**config.mk**
```make
export PLATFORM = sky130hd
export DESIGN_NAME = exec_controller
export DESIGN_NICKNAME = d
export VERILOG_FILES = /design/src/rtl/exec_controller.sv
export SDC_FILE = /design/constraint.sdc
export NUM_CORES = 1
export LEC_CHECK = 0
export BUFFER_PORTS_ARGS = -buffer_cell sky130_fd_sc_hd__buf_2
export CAP_MARGIN = 20
export CORE_MARGIN = 1.5
export CORE_UTILIZATION = 35
export CTS_CLUSTER_SIZE = 20
export DETAILED_ROUTE_END_ITERATION = 16
export GPL_TIMING_DRIVEN = 0
export SYNTH_ARGS = -nofsm -noshare
export SYNTH_HDL_FRONTEND = slang
export SYNTH_SLANG_ARGS = --single-unit
export TNS_END_PERCENT = 10
```
**constraint.sdc**
```tcl
create_clock -name clock_i -period 2.4 [get_ports clock_i]
set_input_delay 0.6 -clock clock_i [delete_from_list [all_inputs] [get_ports clock_i]]
set_output_delay 0.6 -clock clock_i [all_outputs]
set_load 0.02 [all_outputs]
```
**src/rtl/exec_controller.sv**
```systemverilog
`default_nettype none
// ============================================================================
// Module   : exec_controller
// Purpose  : Run/stop/single-step sequencer for the simple CPU datapath.
//            Debounces the EXEC and STEP buttons, sequences a four-state
//            FSM (IDLE/RUN/STEP/HALTED) and drives a datapath clock enable
//            with burst stepping, a PC breakpoint and halt-on-HALT.
// Revision : 1.0 - initial release
// ============================================================================
module exec_controller #(
  parameter int DEBOUNCE_CYCLES = 16,
  parameter int PC_WIDTH        = 8,
  parameter int STEP_WIDTH      = 8
) (
  input  logic                  clock_i,
  input  logic                  reset_i,
  input  logic                  exec_i,
  input  logic                  step_i,
  input  logic [STEP_WIDTH-1:0] burst_n_i,
  input  logic                  bp_en_i,
  input  logic [PC_WIDTH-1:0]   bp_addr_i,
  input  logic [PC_WIDTH-1:0]   pc_i,
  input  logic                  halt_i,
  output logic                  ce_o,
  output logic                  res_sig_o,
  output logic                  running_o,
  output logic [1:0]            state_o,
  output logic                  bp_hit_o
);

  localparam int CNT_W = $clog2(DEBOUNCE_CYCLES + 1);

  typedef enum logic [1:0] {
    S_IDLE   = 2'b00,
    S_RUN    = 2'b01,
    S_STEP   = 2'b10,
    S_HALTED = 2'b11
  } state_t;

  // --------------------------------------------------------------------------
  // Button conditioning: bit 0 = EXEC, bit 1 = STEP
  // --------------------------------------------------------------------------
  logic [1:0] raw_btn;
  logic [1:0] pulse_btn;
  logic       exec_p;
  logic       step_p;

  assign raw_btn = {step_i, exec_i};
  assign exec_p  = pulse_btn[0];
  assign step_p  = pulse_btn[1];

  genvar gi;
  for (gi = 0; gi < 2; gi++) begin : g_btn
    logic             sync1_q;
    logic             sync2_q;
    logic             level_q;
    logic             level_prev_q;
    logic [CNT_W-1:0] stable_cnt_q;

    // Synchronize the raw button, then accept a new level only after it has
    // disagreed with the accepted level for DEBOUNCE_CYCLES samples in a row.
    always_ff @(posedge clock_i or posedge reset_i) begin
      if (reset_i) begin
        sync1_q      <= 1'b0;
        sync2_q      <= 1'b0;
        level_q      <= 1'b0;
        level_prev_q <= 1'b0;
        stable_cnt_q <= '0;
      end else begin
        sync1_q      <= raw_btn[gi];
        sync2_q      <= sync1_q;
        level_prev_q <= level_q;
        if (sync2_q != level_q) begin
          if (stable_cnt_q == CNT_W'(DEBOUNCE_CYCLES - 1)) begin
            level_q      <= sync2_q;
            stable_cnt_q <= '0;
          end else begin
            stable_cnt_q <= stable_cnt_q + CNT_W'(1);
          end
        end else begin
          stable_cnt_q <= '0;
        end
      end
    end

    // Only rising edges of the accepted level are of interest.
    assign pulse_btn[gi] = level_q & ~level_prev_q;
  end

  // --------------------------------------------------------------------------
  // Datapath reset: asserted with RESET, released on the 2nd clock edge after
  // RESET falls so every datapath register sees a clean synchronous release.
  // --------------------------------------------------------------------------
  logic [1:0] res_sync_q;

  // Two-stage release shifter for the datapath reset.
  always_ff @(posedge clock_i or posedge reset_i) begin
    if (reset_i) begin
      res_sync_q <= 2'b11;
    end else begin
      res_sync_q <= {res_sync_q[0], 1'b0};
    end
  end

  assign res_sig_o = res_sync_q[1];

  // --------------------------------------------------------------------------
  // Sequencer FSM
  // --------------------------------------------------------------------------
  state_t                state_q,     state_d;
  logic [STEP_WIDTH-1:0] cnt_q,       cnt_d;
  logic                  bp_hit_q,    bp_hit_d;
  logic                  first_run_q, first_run_d;
  logic                  bp_match;
  logic                  ce;

  // first_run masks the breakpoint for one cycle so RUN can resume from the
  // very address it stopped at.
  assign bp_match = bp_en_i && (pc_i == bp_addr_i) && !first_run_q;

  // State, burst counter and flag registers.
  always_ff @(posedge clock_i or posedge reset_i) begin
    if (reset_i) begin
      state_q     <= S_IDLE;
      cnt_q       <= '0;
      bp_hit_q    <= 1'b0;
      first_run_q <= 1'b0;
    end else begin
      state_q     <= state_d;
      cnt_q       <= cnt_d;
      bp_hit_q    <= bp_hit_d;
      first_run_q <= first_run_d;
    end
  end

  // Next-state, burst counter and clock-enable decode; HALT outranks all.
  always_comb begin
    state_d  = state_q;
    cnt_d    = cnt_q;
    bp_hit_d = bp_hit_q;
    ce       = 1'b0;

    case (state_q)
      S_IDLE: begin
        if (exec_p) begin
          state_d  = S_RUN;
          bp_hit_d = 1'b0;
        end else if (step_p) begin
          state_d  = S_STEP;
          bp_hit_d = 1'b0;
          cnt_d    = (burst_n_i == '0) ? STEP_WIDTH'(1) : burst_n_i;
        end
      end

      S_RUN: begin
        ce = !halt_i && !bp_match;
        if (halt_i) begin
          state_d = S_HALTED;
        end else if (bp_match) begin
          state_d  = S_IDLE;
          bp_hit_d = 1'b1;
        end else if (exec_p) begin
          state_d = S_IDLE;
        end
      end

      S_STEP: begin
        ce = !halt_i;
        if (halt_i) begin
          state_d = S_HALTED;
        end else if (exec_p) begin
          state_d = S_IDLE;
          cnt_d   = '0;
        end else if (cnt_q == STEP_WIDTH'(1)) begin
          state_d = S_IDLE;
          cnt_d   = '0;
        end else begin
          cnt_d = cnt_q - STEP_WIDTH'(1);
        end
      end

      default: begin
        // HALTED: only RESET leaves this state.
        state_d = S_HALTED;
      end
    endcase

    first_run_d = (state_d == S_RUN) && (state_q != S_RUN);
  end

  assign ce_o      = ce;
  assign running_o = (state_q == S_RUN);
  assign state_o   = state_q;
  assign bp_hit_o  = bp_hit_q;

endmodule
`default_nettype wire
```
Word-level counts from Yosys, hierarchy flattened
Index checks and enable logic that the tools add are counted.
{"block": "totals", "register_bits": 32, "in_bits": 30, "wordCells": 79}
{"block": "op_classes", "add_sub_neg": 3, "n_eq_ne": 16, "mux": 26, "bitwise": 4, "reduce_logical": 15}
{"operator": "two-way mux 8 bit", "count": 6}
{"operator": "two-way mux 5 bit", "count": 4}
{"operator": "two-way mux 2 bit", "count": 8}
{"operator": "one-hot mux 8 bit (2 select lines)", "count": 1}
{"operator": "adder 5 x 1 -> 5 bit (second input constant)", "count": 2}
{"operator": "equality test 5 x 4 -> 1 bit (second input constant)", "count": 2}
{"operator": "equality test 8 x 1 -> 1 bit (second input constant)", "count": 1}
{"operator": "equality test 8 bit", "count": 1}
{"operator": "logical NOT 8 bit", "count": 1}
{"operator": "inequality test 2 bit (second input constant)", "count": 4}
{"operator": "AND reduction 4 bit", "count": 2}
{"operator": "subtractor 8 x 1 -> 8 bit (second input constant)", "count": 1}
{"operator": "one-hot mux 2 bit (3 select lines)", "count": 1}
{"operator": "equality test 2 x 1 -> 1 bit (second input constant)", "count": 2}
{"operator": "logical AND 1 bit", "count": 4}
{"operator": "two-way mux 1 bit", "count": 4}
{"operator": "inequality test 2 x 1 -> 1 bit (second input constant)", "count": 2}
{"operator": "one-hot mux 1 bit (2 select lines)", "count": 2}
{"operator": "AND reduction 2 bit", "count": 2}
{"operator": "nonzero test 2 bit", "count": 2}
{"operator": "logical NOT 1 bit", "count": 3}
{"operator": "inequality test 3 bit (second input constant)", "count": 1}
{"operator": "bitwise AND 1 bit", "count": 2}
{"operator": "equality test 2 bit (second input constant)", "count": 1}
{"operator": "3 further kinds", "count": 5}

Logic depth before layout (Yosys ltp)
Gate-level depths: netlist of the first run.
{"block": "depth", "ltp_word": 8, "ltp_mapped": 7}

Worst setup path after synthesis of the first run
No wires, ideal clock.
{"block": "synth_timing", "path_kind": "register to register", "from": "register state_q[0] (netlist: state_o[0])", "to": "register cnt_q[0]", "setup_ps": 125, "arrival_ps": 1978, "setup_slack_ps": 297, "path_stages_with_launch": 8, "path_buffers": 1, "synth_period_minus_slack_ps": 2103, "cell_sequence": "dfrtp_1 > inv_1 > ha_1 > buf_2 > inv_1 > mux2_2 > and2_1 > mux2_4"}
{"block": "synth_via", "elab_chain_cells": 3, "elab_cells_between_ends": 8, "classes_between": "4 x eq/ne; 1 x mux; 3 x reduce/logical"}
{"item": "start: declaration", "line": "110", "rtl": "state_t state_q, state_d;"}
{"item": "start signal: assignment", "line": "129", "rtl": "state_q <= state_d;"}
{"item": "equality test 2 bit / logical NOT 2 bit (equally long branches)", "line": "143", "rtl": "case (state_q)"}
{"item": "inequality test 2 bit (no line) / nonzero test 2 bit (equally long branches)"}
{"item": "AND reduction 4 bit (no line)"}
{"item": "end signal: assignment", "line": "130", "rtl": "cnt_q <= cnt_d;"}
{"item": "end: declaration", "line": "111", "rtl": "logic [STEP_WIDTH-1:0] cnt_q, cnt_d;"}
Several ways; a longest one is shown, not always the timed one.
A chain may end at the register's enable or synchronous reset.

Worst setup path in the final report of the first run
{"block": "layout_timing", "from": "register state_q[1] (netlist: state_o[1])", "to": "output port ce_o"}
{"block": "layout_via", "elab_chain_cells": 2, "elab_cells_between_ends": 3, "classes_between": "2 x eq/ne; 1 x mux"}
{"item": "equality test 2 bit / equality test 2 x 1 -> 1 bit (equally long branches)", "line": "143"}
{"item": "one-hot mux 1 bit (2 select lines) *", "line": "143"}
{"item": "end: declaration", "line": "24", "rtl": "output logic ce_o,"}
Every way passes the cells marked *; elsewhere a longest branch is shown, timed or not.

==> metrics.txt, run 1 <==
largest net degree at the start of global routing 18; TritonCTS Buffers 5; setup slack, reg-to-reg 190 ps; worst hold path stage count 0; top-count cell post-synth dfrtp_1; Syn Std Cell Area 0.00171 sq mm; Pre-Repair DR Iteration Count 4; Syn Inst Count 157; final hold violations 0; Mean Syn Cell Area 10.9 sq um; syn_nets 195; register area roughly 800 sq um; fin nets 238; ys flop type dfrtp_1; clk slew on worst S/H paths 70 ps; endpoint type of the worst setup path output pin; Post-CTS Setup Bufs 0; Startpoint Class flip-flop; area grow syn2layout 21.8%; Worst Tran Pin Value 659 ps; site row count 25; CTS tree built; Power Total 0.00195 W; remaining global-route overflow 0; post-CTS sizing 0; layout cells sized above 1 29.9%; Clock Path Buffers 2; post-synth cell types 49; MaxCap Viol Count 0; flops & latches, synth 32; status complete, no violations; final core occ ~44%; Setup crit end ce_o; first-pass GRT wire length between 5000 and 6000 um; Slew Limit Fails 0; Peak supply drop 0.443 mV; die height between 70 and 80 um; Finish-stage setup viols 0; leakage power about 1 nW; post-synth top area cell dfrtp_1; slew margin rel. 56.0%; detailed-route wire length approximately 3300 um; EDFF count, synth 0; DP HPWL roughly 2500 um; CP Cell Sequence inv_1, ha_1, o31a_1, o211a_1, buf_2; Total GRT Usage around 13%; Worst path max stage delay 440 ps; Worst R2R End cnt_q[0]$_DFFE_PP0P_; CP Data Arrival Time approximately 1700 ps; Core ar. 0.00472 sq mm; Syn. warnings 0; Via density 4.90; FF-to-FF Start state_o[0]$_DFF_PP0_; Chip Width 73.0 um; Placer Congestion 0.850; vias post-DR 1314; area post-placement 0.00200 sq mm; HP Class reg2reg; Hold Worst Slack 348 ps; CTS sink cnt 32; Die Area 0.00532 sq mm; Ant. Diodes 0; Initial Util 36.3%; min cycle time layout 2260 ps; RSZ-0062 raised after global routing no; post-route ant nets 0; main area contributors after synthesis dfrtp_1, ha_1, xnor2_1; initial antenna violation count 0; fmax 442 MHz; Post-CTS Hold Fix Bufs 0; clock root buffer clkbuf_8; total negative slack 0 ps; Iteration-0 DRC Markers 30; P per Cell Area 934 mW/mm^2; WL/cell 12.2 um; vias in the first global route 1225; Seq/Total Area, Yosys approximately 47%; most frequent cells after synthesis dfrtp_1, inv_1, nor2_1; number of port buffers 35; FILL cells 465; clock latency at the later pin of the worst-skew pair 280 ps; top-area cell type share of the netlist area a little over two fifths; Req. time, crit path around 1800 ps; Remaining DRCs 0; Critical Path Source state_o[1]$_DFF_PP0_; fin crit share 94.3%; reg2reg path depth 7; critical path class reg2out; Crit-path slowest cell dfrtp_1; area of the multi-input gates 852 sq um; design area 0.00209 sq mm; Worst Skew 3.61 ps; H-tree depth 2; async set or reset register ratio after synthesis 100%; Ports 36; CP Max Fanout 6
## power breakdown
group | switching, W | internal, W
Sequential | 0.000116 | 0.000645
Clock | 0.000196 | 0.000202
Combinational | 0.000413 | 0.000377
Total | 0.000726 | 0.00122
## per-stage QoR
| step | setup WS, ps | instances |
|---|---|---|
| final | 138 | 268 |
| after global placement | 142 | 259 |
| after global routing | 39.5 | 268 |
| after CTS | 110 | 268 |
| after detailed placement | 146 | 260 |
| after floorplan | 297 | 157 |
## cell usage in the layout (no fill, tap or decap), types with 2 or more instances in the layout
| cell type | instances |
|---|---|
| a21oi_1 | 3 |
| a2bb2oi_1 | 3 |
| a31o_1 | 2 |
| and2_1 | 4 |
| and3_1 | 2 |
| buf_2 | 36 |
| clkbuf_8 | 5 |
| clkinv_2 | 2 |
| dfrtp_1 | 30 |
| dfstp_2 | 2 |
| ha_1 | 8 |
| inv_1 | 10 |
| mux2_2 | 4 |
| nand2_1 | 3 |
| nand2b_1 | 3 |
| nand3_1 | 6 |
| nor2_1 | 10 |
| nor2b_1 | 3 |
| nor3_1 | 3 |
| nor4_1 | 2 |
| o211ai_1 | 5 |
| o211ai_2 | 2 |
| o21ai_0 | 4 |
| o2bb2ai_1 | 5 |
| or3b_2 | 2 |
| or4_1 | 3 |
| xnor2_1 | 8 |
| xor2_1 | 6 |
## logic make-up after synthesis
logic type,count (synthesis),synth area share (%)
AO/OA/AOI/OAI,39,17.9
AND/OR/NAND/NOR,45,15.1
adder cells (fa/ha/maj),8,5.84
multiplexers,5,3.51
flip-flops,32,46.9
buffers and inverters,13,3.36
other,1,0.219
XOR/XNOR,14,7.16
## registers in the layout, summed over array words and instances (netlist names)
signal	count
g_btn.stable_cnt_q	10
res_sync_q	2
bp_hit_o	1
g_btn.level_q	2
cnt_q	8
state_o	2
g_btn.sync1_q	2
g_btn.sync2_q	2
first_run_q	1
g_btn.level_prev_q	2
## routing by layer
metal  share of wire [%]  track usage [%]  vias to the layer above
li1                    -                -                      661
met1                  49             18.9                      629
met2                  47             20.5                       22
met3                 3.2             3.31                        2
met4                0.52             4.40                        0
met5                   0                0                        -
## how the worst min path moves through the flow
stage                                       endpoint  slack (ps)                       start
after CTS                 g_btn[0].sync2_q$_DFF_PP0_         350  g_btn[0].sync1_q$_DFF_PP0_
after detailed placement  g_btn[1].sync2_q$_DFF_PP0_         340  g_btn[1].sync1_q$_DFF_PP0_
after floorplan           g_btn[0].sync2_q$_DFF_PP0_         330  g_btn[0].sync1_q$_DFF_PP0_
after global placement    g_btn[0].sync2_q$_DFF_PP0_         330  g_btn[0].sync1_q$_DFF_PP0_
final                     g_btn[0].sync2_q$_DFF_PP0_         350  g_btn[0].sync1_q$_DFF_PP0_
after global routing      g_btn[0].sync2_q$_DFF_PP0_         360  g_btn[0].sync1_q$_DFF_PP0_
## area by class of cell
type,instances,share of cell area (%)
buffer,3,0.959
clock buffer,5,3.30
clock inverter,3,0.899
inverter,10,1.80
multi-input combinational,112,40.8
sequential,32,38.5
tap,67,4.02
timing repair buffer,36,9.71
## critical path: cells and delay by family (launching register included)
kind / cells / cell delay (ps)
flops: 1 / 440
compound gates: 2 / 360
buf+inv: 2 / 300
fa+ha+maj: 1 / 280
Power figures use the tool's default switching activity.
==> inputs of run 2 (changes only) <==
Settings changed: PLACE_DENSITY set to 0.56.
==> run 2 against run 1 <==
Sequential share of layout area hardly changed. Power is 1.2% higher. Wire length is 12% higher. Critical path type is now in2out. Fmax is 0.92% lower. Highest routed layer unchanged. Hold slack better by 0.68 ps. Critical path depth is 1 higher. Cell count stayed put. Clock-buffer cell count stayed put. Largest cell class unchanged. Design area is 0.12% higher. Non-clock buffer count stayed put. Die area stayed put.
==> metrics.txt, run 2 (same netlist as run 1, synthesis figures left out) <==
status complete, no violations; Startpoint Class input port; clock latency at the later pin of the worst-skew pair 280 ps; min cycle time layout 2280 ps; P per Cell Area 945 mW/mm^2; slew margin rel. 54.8%; max reg flops 10; clock root buffer clkbuf_8; area grow syn2layout 22.0%; largest net degree at the start of global routing 20; MaxCap Viol Count 0; setup slack, reg-to-reg between 150 and 200 ps; reg2reg path depth 7; critical path class in2out; Worst Tran Pin Value just under 700 ps; Ant. Diodes 0; Reg with most FFs g_btn.stable_cnt_q; DP HPWL around 2800 um; CTS sink cnt 32; met1 usage 17.8%; Peak supply drop 0.378 mV; Slew Limit Fails 0; total negative slack 0 ps; CTS tree built; Req. time, crit path approximately 1800 ps; met3 usage in global routing 4.56%; Remaining DRCs 0; fin crit share 95.1%; first-pass GRT wire length 5930 um; Pre-Repair DR Iteration Count 4; Chip Width 73.0 um; vias post-DR 1363; gr busiest metal met2; met2 Track Usage GR between 20 and 30%; post-CTS sizing 0; vias in the first global route 1354; Die Area roughly 0.0053 sq mm; Clock Path Buffers 2; Post-CTS Hold Fix Bufs 0; post-route ant nets 0; Initial Util 36.3%; fin nets 238; Worst Setup Slack, final 116 ps; commonest cells after routing, fill and taps aside buf_2, dfrtp_1, nor2_1, inv_1, xnor2_1; number of port buffers 35; worst hold path stage count 0; die height between 70 and 80 um; Via density 5.09; fmax 438 MHz; WL/cell 13.7 um; remaining global-route overflow 0; Hold Path End g_btn[0].sync2_q$_DFF_PP0_; biggest regs g_btn.stable_cnt_q: 10 flops, cnt_q: 8 flops; Power Total 0.00197 W; site row count 25; Placement Setup Slack around 100 ps; HP Class reg2reg; CP Max Fanout 3; H-tree depth 2; Worst Hold Launch g_btn[0].sync1_q$_DFF_PP0_; Iteration-0 DRC Markers roughly 60; commonest non-fill, non-tap cell in the layout buf_2; Worst R2R End cnt_q[0]$_DFFE_PP0P_; CP Data Arrival Time 1680 ps; Total GRT Usage 14.9%; FF-to-FF Start state_o[0]$_DFF_PP0_; endpoint type of the worst setup path output pin; Ports 36; initial antenna violation count 0; TritonCTS Buffers 5; Placer Congestion 0.789; Post-CTS Setup Bufs 0; final hold violations 0; Core ar. 0.00472 sq mm; Finish-stage setup viols 0; RSZ-0062 raised after global routing no; detailed-route wire length 3660 um; leakage power 0.983 nW; clk slew on worst S/H paths 60 ps; layout cells sized above 1 around 30%; Worst Skew between 7 and 8 ps
==> run 2: through the flow <==
stage | area (sq um) | hold slack [ps] | util (%) | cells
6_report | 2090 | 349 | 44.2 | 268
5_1_grt | 2090 | 358 | 44.2 | 268
4_1_cts | 2090 | 351 | 44.2 | 268
3_5_place_dp | 2000 | 335 | 42.3 | 260
3_3_place_gp | 1970 | 334 | 41.7 | 259
2_1_floorplan | 1710 | 331 | - | 157
==> run 2: layout make-up <==
class	count	area [sq um]
plain buffers	3	20.0
well taps	67	83.8
multi-input cells	112	855
flip-flops and latches	32	803
clock inverters	3	18.8
repair buffers	36	203
fillers	465	2630
clock buffers	5	68.8
inverters	10	37.5
==> run 2: layer usage <==
metal	wire (um)	share of wire, %
met1	1570	43
met2	1900	52
met3	145	4.0
met4	44	1.2
met5	0	0
==> run 2: how the worst max path moves through the flow <==
stage,from,to,cells past startpoint
2_1_floorplan,state_o[0]$_DFF_PP0_,cnt_q[0]$_DFFE_PP0P_,7
3_3_place_gp,bp_addr_i[2],ce_o,6
3_5_place_dp,bp_addr_i[5],ce_o,6
4_1_cts,state_o[1]$_DFF_PP0_,ce_o,5
5_1_grt,state_o[0]$_DFF_PP0_,cnt_q[0]$_DFFE_PP0P_,7
6_report,bp_addr_i[5],ce_o,6
==> run 2: where the power goes <==
group / switching [W] / internal, W
sequential: 0.000116 / 0.000646
clock: 0.000194 / 0.000201
combinational: 0.000436 / 0.000381
total: 0.000745 / 0.00123
==> run 2: critical path: stages <==
cell and delay (ps):
buf_2 100, xnor2_1 150, nand4_1 150, o31a_1 310, o211a_1 220, buf_2 160
